--- config.mk ---
export PLATFORM = sky130hd
export DESIGN_NAME = dp_mem_bist_flat
export DESIGN_NICKNAME = d
export VERILOG_FILES = /design/src/rtl/dp_mem_bist_pkg.sv /design/src/rtl/dp_mem_bist_if.sv /design/src/rtl/dp_mem_bist_pattern.sv /design/src/rtl/dp_mem_bist.sv /design/src/flat_wrapper.sv
export SDC_FILE = /design/constraint.sdc
export NUM_CORES = 1
export LEC_CHECK = 0
export BUFFER_PORTS_ARGS = -buffer_cell sky130_fd_sc_hd__clkbuf_2
export CELL_PAD_IN_SITES_DETAIL_PLACEMENT = 0
export CELL_PAD_IN_SITES_GLOBAL_PLACEMENT = 1
export CORE_ASPECT_RATIO = 1.4
export CORE_MARGIN = 4
export CORE_UTILIZATION = 41
export CTS_CLUSTER_SIZE = 30
export DETAILED_ROUTE_END_ITERATION = 10
export PLACE_DENSITY_LB_ADDON = 0.25
export SLEW_MARGIN = 10
export SYNTH_ARGS = -nofsm -noshare
export SYNTH_HDL_FRONTEND = slang
export SYNTH_SLANG_ARGS = --single-unit
export TNS_END_PERCENT = 5
--- constraint.sdc ---
create_clock -name clk -period 12.5 [get_ports clk]
set_input_delay 3.75 -clock clk [delete_from_list [all_inputs] [get_ports clk]]
set_output_delay 3.75 -clock clk [all_outputs]
set_load 0.05 [all_outputs]
--- src/rtl/dp_mem_bist_pkg.sv ---
// Shared constants for the dual-port memory BIST: pattern modes and FSM state encodings.
package dp_mem_bist_pkg;

    localparam logic [1:0] MODE_CONST = 2'd0;
    localparam logic [1:0] MODE_ADDR  = 2'd1;
    localparam logic [1:0] MODE_CHECK = 2'd2;
    localparam logic [1:0] MODE_INV   = 2'd3;

    localparam logic [2:0] ST_IDLE  = 3'd0;
    localparam logic [2:0] ST_WRITE = 3'd1;
    localparam logic [2:0] ST_READ  = 3'd2;
    localparam logic [2:0] ST_DRAIN = 3'd3;
    localparam logic [2:0] ST_DONE  = 3'd4;

endpackage

--- src/rtl/dp_mem_bist_if.sv ---
// Both ports of a true dual-port synchronous RAM; the BIST is the master, the RAM the slave.
interface dp_mem_bist_if #(
    parameter int DATA_W = 16,
    parameter int ADDR_W = 8
);
    logic [ADDR_W-1:0] addr1;
    logic              we1;
    logic [DATA_W-1:0] dataIn1;
    logic [DATA_W-1:0] dataOut1;
    logic [ADDR_W-1:0] addr2;
    logic              we2;
    logic [DATA_W-1:0] dataIn2;
    logic [DATA_W-1:0] dataOut2;

    modport master (
        output addr1, we1, dataIn1, addr2, we2, dataIn2,
        input  dataOut1, dataOut2
    );

    modport slave (
        input  addr1, we1, dataIn1, addr2, we2, dataIn2,
        output dataOut1, dataOut2
    );
endinterface

--- src/rtl/dp_mem_bist_pattern.sv ---
// Combinational test-pattern generator: pat(a) for the selected mode and seed.
module dp_mem_bist_pattern
    import dp_mem_bist_pkg::*;
#(
    parameter int          DATA_W = 16,
    parameter int          ADDR_W = 8,
    parameter int unsigned SEED   = 16'h0045
) (
    input  logic [ADDR_W-1:0] a,
    input  logic [1:0]        mode,
    output logic [DATA_W-1:0] pat
);
    localparam logic [DATA_W-1:0] SEED_W = DATA_W'(SEED);
    localparam logic [DATA_W-1:0] CHECK  = {(DATA_W/2){2'b01}};

    logic [DATA_W-1:0] a_ext;

    always_comb begin
        a_ext = DATA_W'(a);
        pat   = SEED_W;
        case (mode)
            MODE_CONST: pat = SEED_W;
            MODE_ADDR:  pat = a_ext ^ SEED_W;
            MODE_CHECK: pat = a[0] ? ~CHECK : CHECK;
            MODE_INV:   pat = ~a_ext;
            default:    pat = SEED_W;
        endcase
    end
endmodule

--- src/rtl/dp_mem_bist.sv ---
// Dual-port RAM BIST: pattern write over a window, read-back compare, error reporting.
// Optional STOP_ON_FAIL_EN: end the test at the first mismatching compare.
module dp_mem_bist
    import dp_mem_bist_pkg::*;
#(
    parameter int          DATA_W     = 16,
    parameter int          ADDR_W     = 8,
    parameter int          START_ADDR = 0,
    parameter int          END_ADDR   = 255,
    parameter int unsigned SEED       = 16'h0045
) (
    input  logic              clk,
    input  logic              reset,
    input  logic              start,
    input  logic [1:0]        mode,
    dp_mem_bist_if.master     mem,
    output logic              busy,
    output logic              done,
    output logic              pass,
    output logic [ADDR_W:0]   err_count,
    output logic [ADDR_W-1:0] first_fail_addr
);
    localparam int NPAIRS = (END_ADDR - START_ADDR + 1) / 2;
    localparam logic [ADDR_W-1:0] START_A   = ADDR_W'(START_ADDR);
    localparam logic [ADDR_W-1:0] LAST_PAIR = ADDR_W'(NPAIRS - 1);
    localparam logic [ADDR_W-1:0] ONE       = ADDR_W'(1);

    logic [2:0]        state;
    logic [ADDR_W-1:0] idx;
    logic [1:0]        mode_q;
    logic [ADDR_W-1:0] a1_q, a2_q;
    logic              we_q;
    logic [DATA_W-1:0] d1_q, d2_q;
    logic              cmp_vld;
    logic [ADDR_W-1:0] cmp_a1, cmp_a2;

    logic [ADDR_W-1:0] nxt_pair, wr_a1, wr_a2, pa_in, pb_in;
    logic [1:0]        pat_mode;
    logic [DATA_W-1:0] pat_a, pat_b;
    logic              last_pair, cmp_phase, mis1, mis2;
    logic [ADDR_W+1:0] err_sum;
    logic [ADDR_W:0]   err_nxt;

    // The two generators serve write data while writing and expected data while comparing.
    always_comb begin
        last_pair = (idx == LAST_PAIR);
        nxt_pair  = (state == ST_IDLE) ? '0 : idx + ONE;
        wr_a1     = START_A + (nxt_pair << 1);
        wr_a2     = wr_a1 + ONE;
        cmp_phase = (state == ST_READ) || (state == ST_DRAIN);
        pa_in     = cmp_phase ? cmp_a1 : wr_a1;
        pb_in     = cmp_phase ? cmp_a2 : wr_a2;
        pat_mode  = (state == ST_IDLE) ? mode : mode_q;
    end

    dp_mem_bist_pattern #(.DATA_W(DATA_W), .ADDR_W(ADDR_W), .SEED(SEED)) u_pat_a (
        .a(pa_in), .mode(pat_mode), .pat(pat_a)
    );
    dp_mem_bist_pattern #(.DATA_W(DATA_W), .ADDR_W(ADDR_W), .SEED(SEED)) u_pat_b (
        .a(pb_in), .mode(pat_mode), .pat(pat_b)
    );

    always_comb begin
        mis1    = cmp_vld && (mem.dataOut1 != pat_a);
        mis2    = cmp_vld && (mem.dataOut2 != pat_b);
        err_sum = {1'b0, err_count} + (ADDR_W+2)'({1'b0, mis1}) + (ADDR_W+2)'({1'b0, mis2});
        err_nxt = err_sum[ADDR_W+1] ? '1 : err_sum[ADDR_W:0];
    end

    always_ff @(posedge clk) begin
        if (!reset) begin
            state           <= ST_IDLE;
            idx             <= '0;
            mode_q          <= '0;
            a1_q            <= '0;
            a2_q            <= '0;
            we_q            <= 1'b0;
            d1_q            <= '0;
            d2_q            <= '0;
            cmp_vld         <= 1'b0;
            cmp_a1          <= '0;
            cmp_a2          <= '0;
            pass            <= 1'b0;
            err_count       <= '0;
            first_fail_addr <= '0;
        end else begin
            cmp_vld <= 1'b0;
            case (state)
                ST_IDLE: if (start) begin
                    mode_q          <= mode;
                    err_count       <= '0;
                    first_fail_addr <= '0;
                    pass            <= 1'b0;
                    idx             <= '0;
                    a1_q            <= wr_a1;
                    a2_q            <= wr_a2;
                    d1_q            <= pat_a;
                    d2_q            <= pat_b;
                    we_q            <= 1'b1;
                    state           <= ST_WRITE;
                end
                ST_WRITE: if (last_pair) begin
                    idx   <= '0;
                    we_q  <= 1'b0;
                    a1_q  <= START_A;
                    a2_q  <= START_A + ONE;
                    state <= ST_READ;
                end else begin
                    idx  <= nxt_pair;
                    a1_q <= wr_a1;
                    a2_q <= wr_a2;
                    d1_q <= pat_a;
                    d2_q <= pat_b;
                end
                ST_READ: begin
                    cmp_vld <= 1'b1;
                    cmp_a1  <= a1_q;
                    cmp_a2  <= a2_q;
                    if (last_pair) begin
                        state <= ST_DRAIN;
                    end else begin
                        idx  <= nxt_pair;
                        a1_q <= wr_a1;
                        a2_q <= wr_a2;
                    end
                end
                ST_DRAIN: begin
                    pass  <= (err_nxt == '0);
                    state <= ST_DONE;
                end
                ST_DONE: state <= ST_IDLE;
                default: state <= ST_IDLE;
            endcase

            if (cmp_vld) begin
                err_count <= err_nxt;
                if ((err_count == '0) && (mis1 || mis2))
                    first_fail_addr <= mis1 ? cmp_a1 : cmp_a2;
            end
`ifdef STOP_ON_FAIL_EN
            if (mis1 || mis2) begin
                state   <= ST_DONE;
                cmp_vld <= 1'b0;
                pass    <= 1'b0;
            end
`endif
        end
    end

    assign mem.addr1   = a1_q;
    assign mem.addr2   = a2_q;
    assign mem.we1     = we_q;
    assign mem.we2     = we_q;
    assign mem.dataIn1 = d1_q;
    assign mem.dataIn2 = d2_q;
    assign busy = (state == ST_WRITE) || (state == ST_READ) || (state == ST_DRAIN);
    assign done = (state == ST_DONE);
endmodule

--- src/flat_wrapper.sv ---
// flat-port wrapper written by rule: the top's interface ports become plain ports
module dp_mem_bist_flat import dp_mem_bist_pkg::*;
#(
    parameter int          DATA_W     = 16,
    parameter int          ADDR_W     = 8,
    parameter int          START_ADDR = 0,
    parameter int          END_ADDR   = 255,
    parameter int unsigned SEED       = 16'h0045
)
  (clk, reset, start, mode, busy, done, pass, err_count, first_fail_addr, mem_addr1, mem_we1, mem_dataIn1, mem_addr2, mem_we2, mem_dataIn2, mem_dataOut1, mem_dataOut2);
  dp_mem_bist_if #(.DATA_W(DATA_W), .ADDR_W(ADDR_W)) mem_i ();
  input  logic clk;
  input  logic reset;
  input  logic start;
  input  logic [1:0] mode;
  output logic busy;
  output logic done;
  output logic pass;
  output logic [ADDR_W:0] err_count;
  output logic [ADDR_W-1:0] first_fail_addr;
  output wire logic [$bits(mem_i.addr1)-1:0] mem_addr1;
  output wire logic [$bits(mem_i.we1)-1:0] mem_we1;
  output wire logic [$bits(mem_i.dataIn1)-1:0] mem_dataIn1;
  output wire logic [$bits(mem_i.addr2)-1:0] mem_addr2;
  output wire logic [$bits(mem_i.we2)-1:0] mem_we2;
  output wire logic [$bits(mem_i.dataIn2)-1:0] mem_dataIn2;
  input wire logic [$bits(mem_i.dataOut1)-1:0] mem_dataOut1;
  input wire logic [$bits(mem_i.dataOut2)-1:0] mem_dataOut2;
  assign mem_addr1 = mem_i.addr1;
  assign mem_we1 = mem_i.we1;
  assign mem_dataIn1 = mem_i.dataIn1;
  assign mem_addr2 = mem_i.addr2;
  assign mem_we2 = mem_i.we2;
  assign mem_dataIn2 = mem_i.dataIn2;
  assign mem_i.dataOut1 = mem_dataOut1;
  assign mem_i.dataOut2 = mem_dataOut2;
  dp_mem_bist #(.DATA_W(DATA_W), .ADDR_W(ADDR_W), .START_ADDR(START_ADDR), .END_ADDR(END_ADDR), .SEED(SEED)) u_core (.clk(clk), .reset(reset), .start(start), .mode(mode), .mem(mem_i), .busy(busy), .done(done), .pass(pass), .err_count(err_count), .first_fail_addr(first_fail_addr));
endmodule
==> flow_summary.yaml, run 1 <==
run_status:
  status: "finished clean"
routing:
  drt_iter0_markers: 188
  drtPass1Iterations: 5
  drc_errors: 0
  num_vias: 4050
  ant_nets: 0
  wl_per_cell_um: 15.9
  postRouteWirelength_um: 11800
  viasPerCell: 5.46
yosys:
  synth_ff_type: "dfxtp_1"
  synth_area_leaders: "dfxtp_1 34%, a21oi_1 6.5%, nor2_1 6.0%"
  yosysTopAreaCellShare: 0.340
  synth.cell_area_mm2: 0.00406
  avgSynthCellArea_um2: 7.51
  async_reset_ff_frac: 0
  synthTopCellsByCount: "69 x dfxtp_1, 65 x nor2_1, 60 x nand2_1"
  yosysTopAreaCell: "dfxtp_1"
  synth_edf_count: 0
  seq_area_frac_synth: 0.340
  synth_cell_types: 64
  syn_inst: 541
  yosys_warnings: 0
  ys_seq_elements: 69
  synth_fp_nets: 581
  yosysMostFrequentCell: "dfxtp_1"
critical_path:
  cp_max_fo: 14
  crit_path_end_kind: "flop"
  arrival_ns: 7.76
  cp-start-kind: "primary input"
  cp_data_required_time_ns: 12.76
  critical_path_class: "primary input to flop"
placement:
  port_buffers: 105
  post-place-ws_ns: 4.66
  placed_cell_area_mm2: 0.00447
  dp.cells: 726
  gp_congestion: 0.913
  dp_hpwl_um: 8830
clock_tree:
  cts_tree: "done"
  cts.sinks: 69
  clock_path_buffers: 2
  numCtsBuffers: 9
  clk_latency_ns: 0.34
  htree_levels: 3
  clk_pin_slew_ns: 0.06
  cts_resized: 0
  cts_setup_buffers: 0
  hold_buffers: 0
  cts_root_buf: "clkbuf_16"
sta:
  setup_slack_ns: 5.01
  max_freq_ghz: 0.133
  slew_viol_final: 0
  fin_setup_tns_ns: 0
  setup_viol: 0
  grt_setup_unrepaired: "false"
  tightest_slew_ns: 1.11
  hold_viol: 0
  clock_skew_ns: 0.00915
  final.period_utilization: 0.600
  hold_slack_ns: 0.474
  slew_headroom: 0.237
  layout_min_cycle_time_ns: 7.49
power:
  power_mw: 0.595
  clkPwrFrac: 0.433
  cellLeakagePower_nw: 1.91
  switchingPower_mw: 0.179
  switching_share: 0.301
  seqPwrFrac: 0.395
  ir_worst_vdd_mv: 0.0732
  p_int_mw: 0.415
  pwr-share-comb: 0.172
  powerDensity_mw_per_mm2: 125
floorplanning:
  dieArea_mm2: 0.0116
  fp-row-count: 42
  die_w_um: 92.1
  initial_core_util: 0.425
  die_h_um: 126
  core_area_mm2: 0.00956
  pin_count: 107
worst_hold_path:
  hold_class: "flop to flop"
global_route:
  grt_pass1_vias: 3684
  antenna_found_initial: 0
  grt-ovfl-total: 0
  grt_max_degree: 43
  grt_use_met3: 0.0304
  grt.met1_usage: 0.252
  grt_pass1_wl_um: 18800
  met2_usage: 0.350
  busiest_layer: "met2"
  grt_usage: 0.203
job:
  drv_cap: 0
finish:
  antenna_cells: 0
  final_area_mm2: 0.00477
  syn_to_final_growth_pct: 17.5
  nNetsFinal: 645
  stdcell_count: 742
  final_util: 0.499
  fillers: 1017
  drive_gt1_frac: 0.226
[placed cells by master, fill, tap and decap left out, types with 7 or more instances in the layout]
master | netlist | routed
a21oi_1 | 53 | 53
a22oi_1 | 7 | 7
and3_1 | 8 | 8
clkbuf_16 | 0 | 9
clkbuf_2 | 0 | 105
dfxtp_1 | 69 | 69
mux2i_1 | 15 | 15
nand2_1 | 60 | 60
nand2b_1 | 7 | 7
nand3_1 | 34 | 34
nor2_1 | 65 | 65
nor2b_1 | 7 | 7
nor3_1 | 13 | 13
o21ai_0 | 38 | 37
xnor2_1 | 9 | 9
xor2_1 | 7 | 7
[kinds of logic (layout without fill, tap and decap cells)]
kind of cell / after synthesis / in the layout / synth area share
compound gates: 136 / 136 / 0.202
xor+xnor: 16 / 16 / 0.0345
fa+ha+maj: 3 / 3 / 0.0111
buf+inv: 64 / 133 / 0.0844
flops: 69 / 69 / 0.340
mux: 19 / 19 / 0.0490
other cells: 1 / 1 / 0.000923
simple gates: 233 / 233 / 0.279
[per-layer routing]
| layer | share of wire | up-vias |
|---|---|---|
| met3 | 0.046 | 20 |
| li1 | - | 2027 |
| met5 | 0 | - |
| met4 | 0.021 | 0 |
| met1 | 0.43 | 1876 |
| met2 | 0.50 | 127 |
[registers in the layout, summed over array words and instances (netlist names), 2 cells and up]
name,count
u_core.mem.dataIn1,10
u_core.mem.dataIn2,10
u_core.err_count,9
u_core.cmp_a2,8
u_core.first_fail_addr,8
u_core.idx,8
u_core.mem.addr2,7
u_core.state,3
u_core.mode_q,2
[critical path: stages]
cell,delay (ns)
clkbuf_2,0.11
mux2i_1,0.87
nor2b_1,0.35
or3_1,0.45
a2111oi_2,0.38
nand3_1,0.18
nand2_1,0.13
fa_1,0.18
inv_1,0.05
ha_1,0.22
nor2b_1,0.16
nor4b_1,0.29
nand3_1,0.11
nor4_1,0.24
nand3_1,0.12
a21oi_1,0.15
[path summary, 6_finish.rpt]
path	slack, ns	cells past startpoint	startpoint	end
hold reg to reg	0.47	2	u_core.first_fail_addr[2]$_SDFF_PN0_	u_core.first_fail_addr[2]$_SDFF_PN0_
setup / recovery	5.01	16	mode[1]	u_core.pass$_SDFFE_PN0P_
setup reg to reg	7.48	16	u_core.state[0]$_SDFFE_PN0P_	u_core.pass$_SDFFE_PN0P_
hold / removal	0.47	2	u_core.first_fail_addr[2]$_SDFF_PN0_	u_core.first_fail_addr[2]$_SDFF_PN0_
[final cells by class]
type | count | area, µm² | share of cell area
clock buffers | 11 | 243 | 0.0509
well taps | 132 | 165 | 0.0346
repair buffers | 109 | 556 | 0.116
clock inverters | 5 | 58.8 | 0.0123
flip-flops and latches | 69 | 1380 | 0.289
inverters | 8 | 30.0 | 0.00629
multi-input cells | 408 | 2340 | 0.490
[power groups by stage]
stage          clock [mW]  sequential, mW  combinational [mW]
6_report            0.257           0.235               0.102
5_1_grt             0.272           0.236               0.110
4_1_cts             0.263           0.235               0.102
3_5_place_dp            0           0.240               0.102
3_3_place_gp            0           0.239               0.102
2_1_floorplan           0           0.258              0.0604
(Power assumes the default switching activity.)
==> inputs of run 2 (changes only) <==
--- a/config.mk
+++ b/config.mk
@@ -10,7 +10,7 @@
 export CELL_PAD_IN_SITES_GLOBAL_PLACEMENT = 1
 export CORE_ASPECT_RATIO = 1.4
 export CORE_MARGIN = 4
-export CORE_UTILIZATION = 41
+export CORE_UTILIZATION = 38
 export CTS_CLUSTER_SIZE = 30
 export DETAILED_ROUTE_END_ITERATION = 10
 export PLACE_DENSITY_LB_ADDON = 0.25
==> constraint.sdc (replaced) <==
create_clock -name clk -period 7.65 [get_ports clk]
set_input_delay 2.295 -clock clk [delete_from_list [all_inputs] [get_ports clk]]
set_output_delay 2.295 -clock clk [all_outputs]
set_load 0.05 [all_outputs]
==> run 2 against run 1 <==
- power rose by 69%
- setup slack got worse by 3.2 ns
- die area rose by 7.3%
- critical endpoint unchanged
- clock skew fell by 0.0032 ns
- core utilization fell by 3.7 points
- cell area rose by 0.66%
- critical path depth rose by 2
==> flow_summary.yaml, run 2 (synthesized netlist as in run 1, its figures left out) <==
global_route:
  grt_usage: 0.195
  grt_pass1_wl_um: 19100
  grt_max_degree: 29
  grt-ovfl-total: 0
  antenna_found_initial: 0
  grt_pass1_vias: 3851
critical_path:
  r2r_end: "u_core.pass$_SDFFE_PN0P_"
  arrival_ns: 6.11
  cp_data_required_time_ns: 7.90
  rrSetupSlack_ns: 2.71
  crit_path_end_kind: "flop"
  r2r_start: "u_core.state[0]$_SDFFE_PN0P_"
  cp-start-kind: "primary input"
  cp_max_fo: 10
  critical_path_class: "primary input to flop"
  rr_worst_depth: 18
placement:
  dp_hpwl_um: 9000
  gp_congestion: 0.914
  port_buffers: 105
  dp.cells: 732
worst_hold_path:
  holdPathStages: 2
  holdPathEnd: "u_core.mem.dataIn1[4]$_SDFFE_PN0P_"
  hold_class: "flop to flop"
  hp-start: "u_core.mem.dataIn1[4]$_SDFFE_PN0P_"
power:
  power_mw: 1.01
  powerDensity_mw_per_mm2: 209
  cellLeakagePower_nw: 1.93
  pwr-share-comb: 0.166
  switchingPower_mw: 0.287
  seqPwrFrac: 0.382
  p_int_mw: 0.719
  ir_worst_vdd_mv: 0.101
  clkPwrFrac: 0.452
  switching_share: 0.285
sta:
  tightest_slew_ns: 0.933
  slew_headroom: 0.377
  grt_setup_unrepaired: "false"
  final.period_utilization: 0.766
  max_freq_ghz: 0.171
  fin_setup_tns_ns: 0
  layout_min_cycle_time_ns: 5.86
  hold_viol: 0
  setup_viol: 0
  clock_skew_ns: 0.00591
  slew_viol_final: 0
clock_tree:
  hold_buffers: 0
  clk_pin_slew_ns: 0.06
  cts_resized: 0
  clk_latency_ns: 0.33
  htree_levels: 3
  numCtsBuffers: 9
  cts.sinks: 69
  clock_path_buffers: 2
  cts_setup_buffers: 0
  cts_root_buf: "clkbuf_16"
  cts_tree: "done"
routing:
  viasPerCell: 5.31
  postRouteWirelength_um: 11900
  ant_nets: 0
  num_vias: 3968
  wl_per_cell_um: 15.9
  drtPass1Iterations: 4
  drc_errors: 0
  drt_iter0_markers: 165
floorplanning:
  pin_count: 107
  die_h_um: 130
  core_area_mm2: 0.0104
  die_w_um: 95.4
  fp-row-count: 44
  initial_core_util: 0.391
  dieArea_mm2: 0.0124
finish:
  fillers: 1098
  stdcell_count: 747
  mostFrequentLayoutCell: "clkbuf_2"
  drive_gt1_frac: 0.225
  nNetsFinal: 645
  syn_to_final_growth_pct: 18.2
  antenna_cells: 0
  final_cell_mix: "105 x clkbuf_2, 69 x dfxtp_1, 65 x nor2_1"
job:
  drv_cap: 0
run_status:
  status: "finished clean"
[run 2: cell count changes in the layout (fill, tap and decap cells not counted)]
| cell | previous run | this run |
|---|---|---|
| bufinv_16 | 1 | 2 |
| clkbuf_8 | 1 | 2 |
| clkinv_1 | 1 | 0 |
| clkinv_2 | 1 | 0 |
| clkinv_4 | 0 | 1 |
| clkinvlp_4 | 2 | 0 |
| inv_1 | 6 | 7 |
| inv_6 | 1 | 0 |
[run 2: per-stage QoR]
stage / cell area [µm²] / setup WS [ns] / hold WS [ns] / utilization
after floorplan: 4060 / 2.22 / 0.444 / -
after global placement: 4480 / 1.65 / 0.451 / 0.430
after detailed placement: 4480 / 1.45 / 0.454 / 0.430
after CTS: 4800 / 1.77 / 0.462 / 0.462
after global routing: 4800 / 1.33 / 0.489 / 0.462
final: 4800 / 1.79 / 0.463 / 0.462
[run 2: worst max-delay path by stage]
stage | from | to
global route | mode[0] | u_core.pass$_SDFFE_PN0P_
floorplan | mode[0] | u_core.pass$_SDFFE_PN0P_
global placement | mode[0] | u_core.pass$_SDFFE_PN0P_
finish | mode[0] | u_core.pass$_SDFFE_PN0P_
detailed placement | mode[0] | u_core.pass$_SDFFE_PN0P_
CTS | mode[0] | u_core.pass$_SDFFE_PN0P_
[run 2: critical path, cell delays in order]
cell and delay (ns):
clkbuf_2 0.11, or4_1 0.47, o211ai_1 0.17, nor2b_1 0.52
o32ai_1 0.16, a32o_1 0.24, a2111oi_2 0.28, nand3_1 0.17
nand2_1 0.12, fa_1 0.18, inv_1 0.06, ha_1 0.22
nor2b_1 0.15, nor4b_1 0.35, nand3_1 0.13, nor4_1 0.24
nand3_1 0.11, a21oi_1 0.15
[run 2: cell type report]
cell class	instances	area (µm²)	area share
Tap cell	138	173	0.0359
Multi-Input combinational cell	408	2340	0.487
Inverter	8	30.0	0.00625
Clock buffer	12	256	0.0534
Timing Repair Buffer	109	556	0.116
Clock inverter	3	68.8	0.0143
Sequential cell	69	1380	0.287
[run 2: power by group through the flow]
stage                     combinational [mW]  clock [mW]  sequential (mW)
final                                  0.167       0.455            0.384
after global routing                   0.182       0.482            0.386
after global placement                 0.166           0            0.391
after floorplan                       0.0987           0            0.421
after detailed placement               0.168           0            0.392
after CTS                              0.168       0.465            0.384
[run 2: routing by layer]
metal	up-vias	wire, µm	GRT usage
met1	1825	5120	0.238
met3	11	711	0.0369
li1	2015	-	-
met5	-	0	0
met4	0	145	0.0620
met2	117	5910	0.342
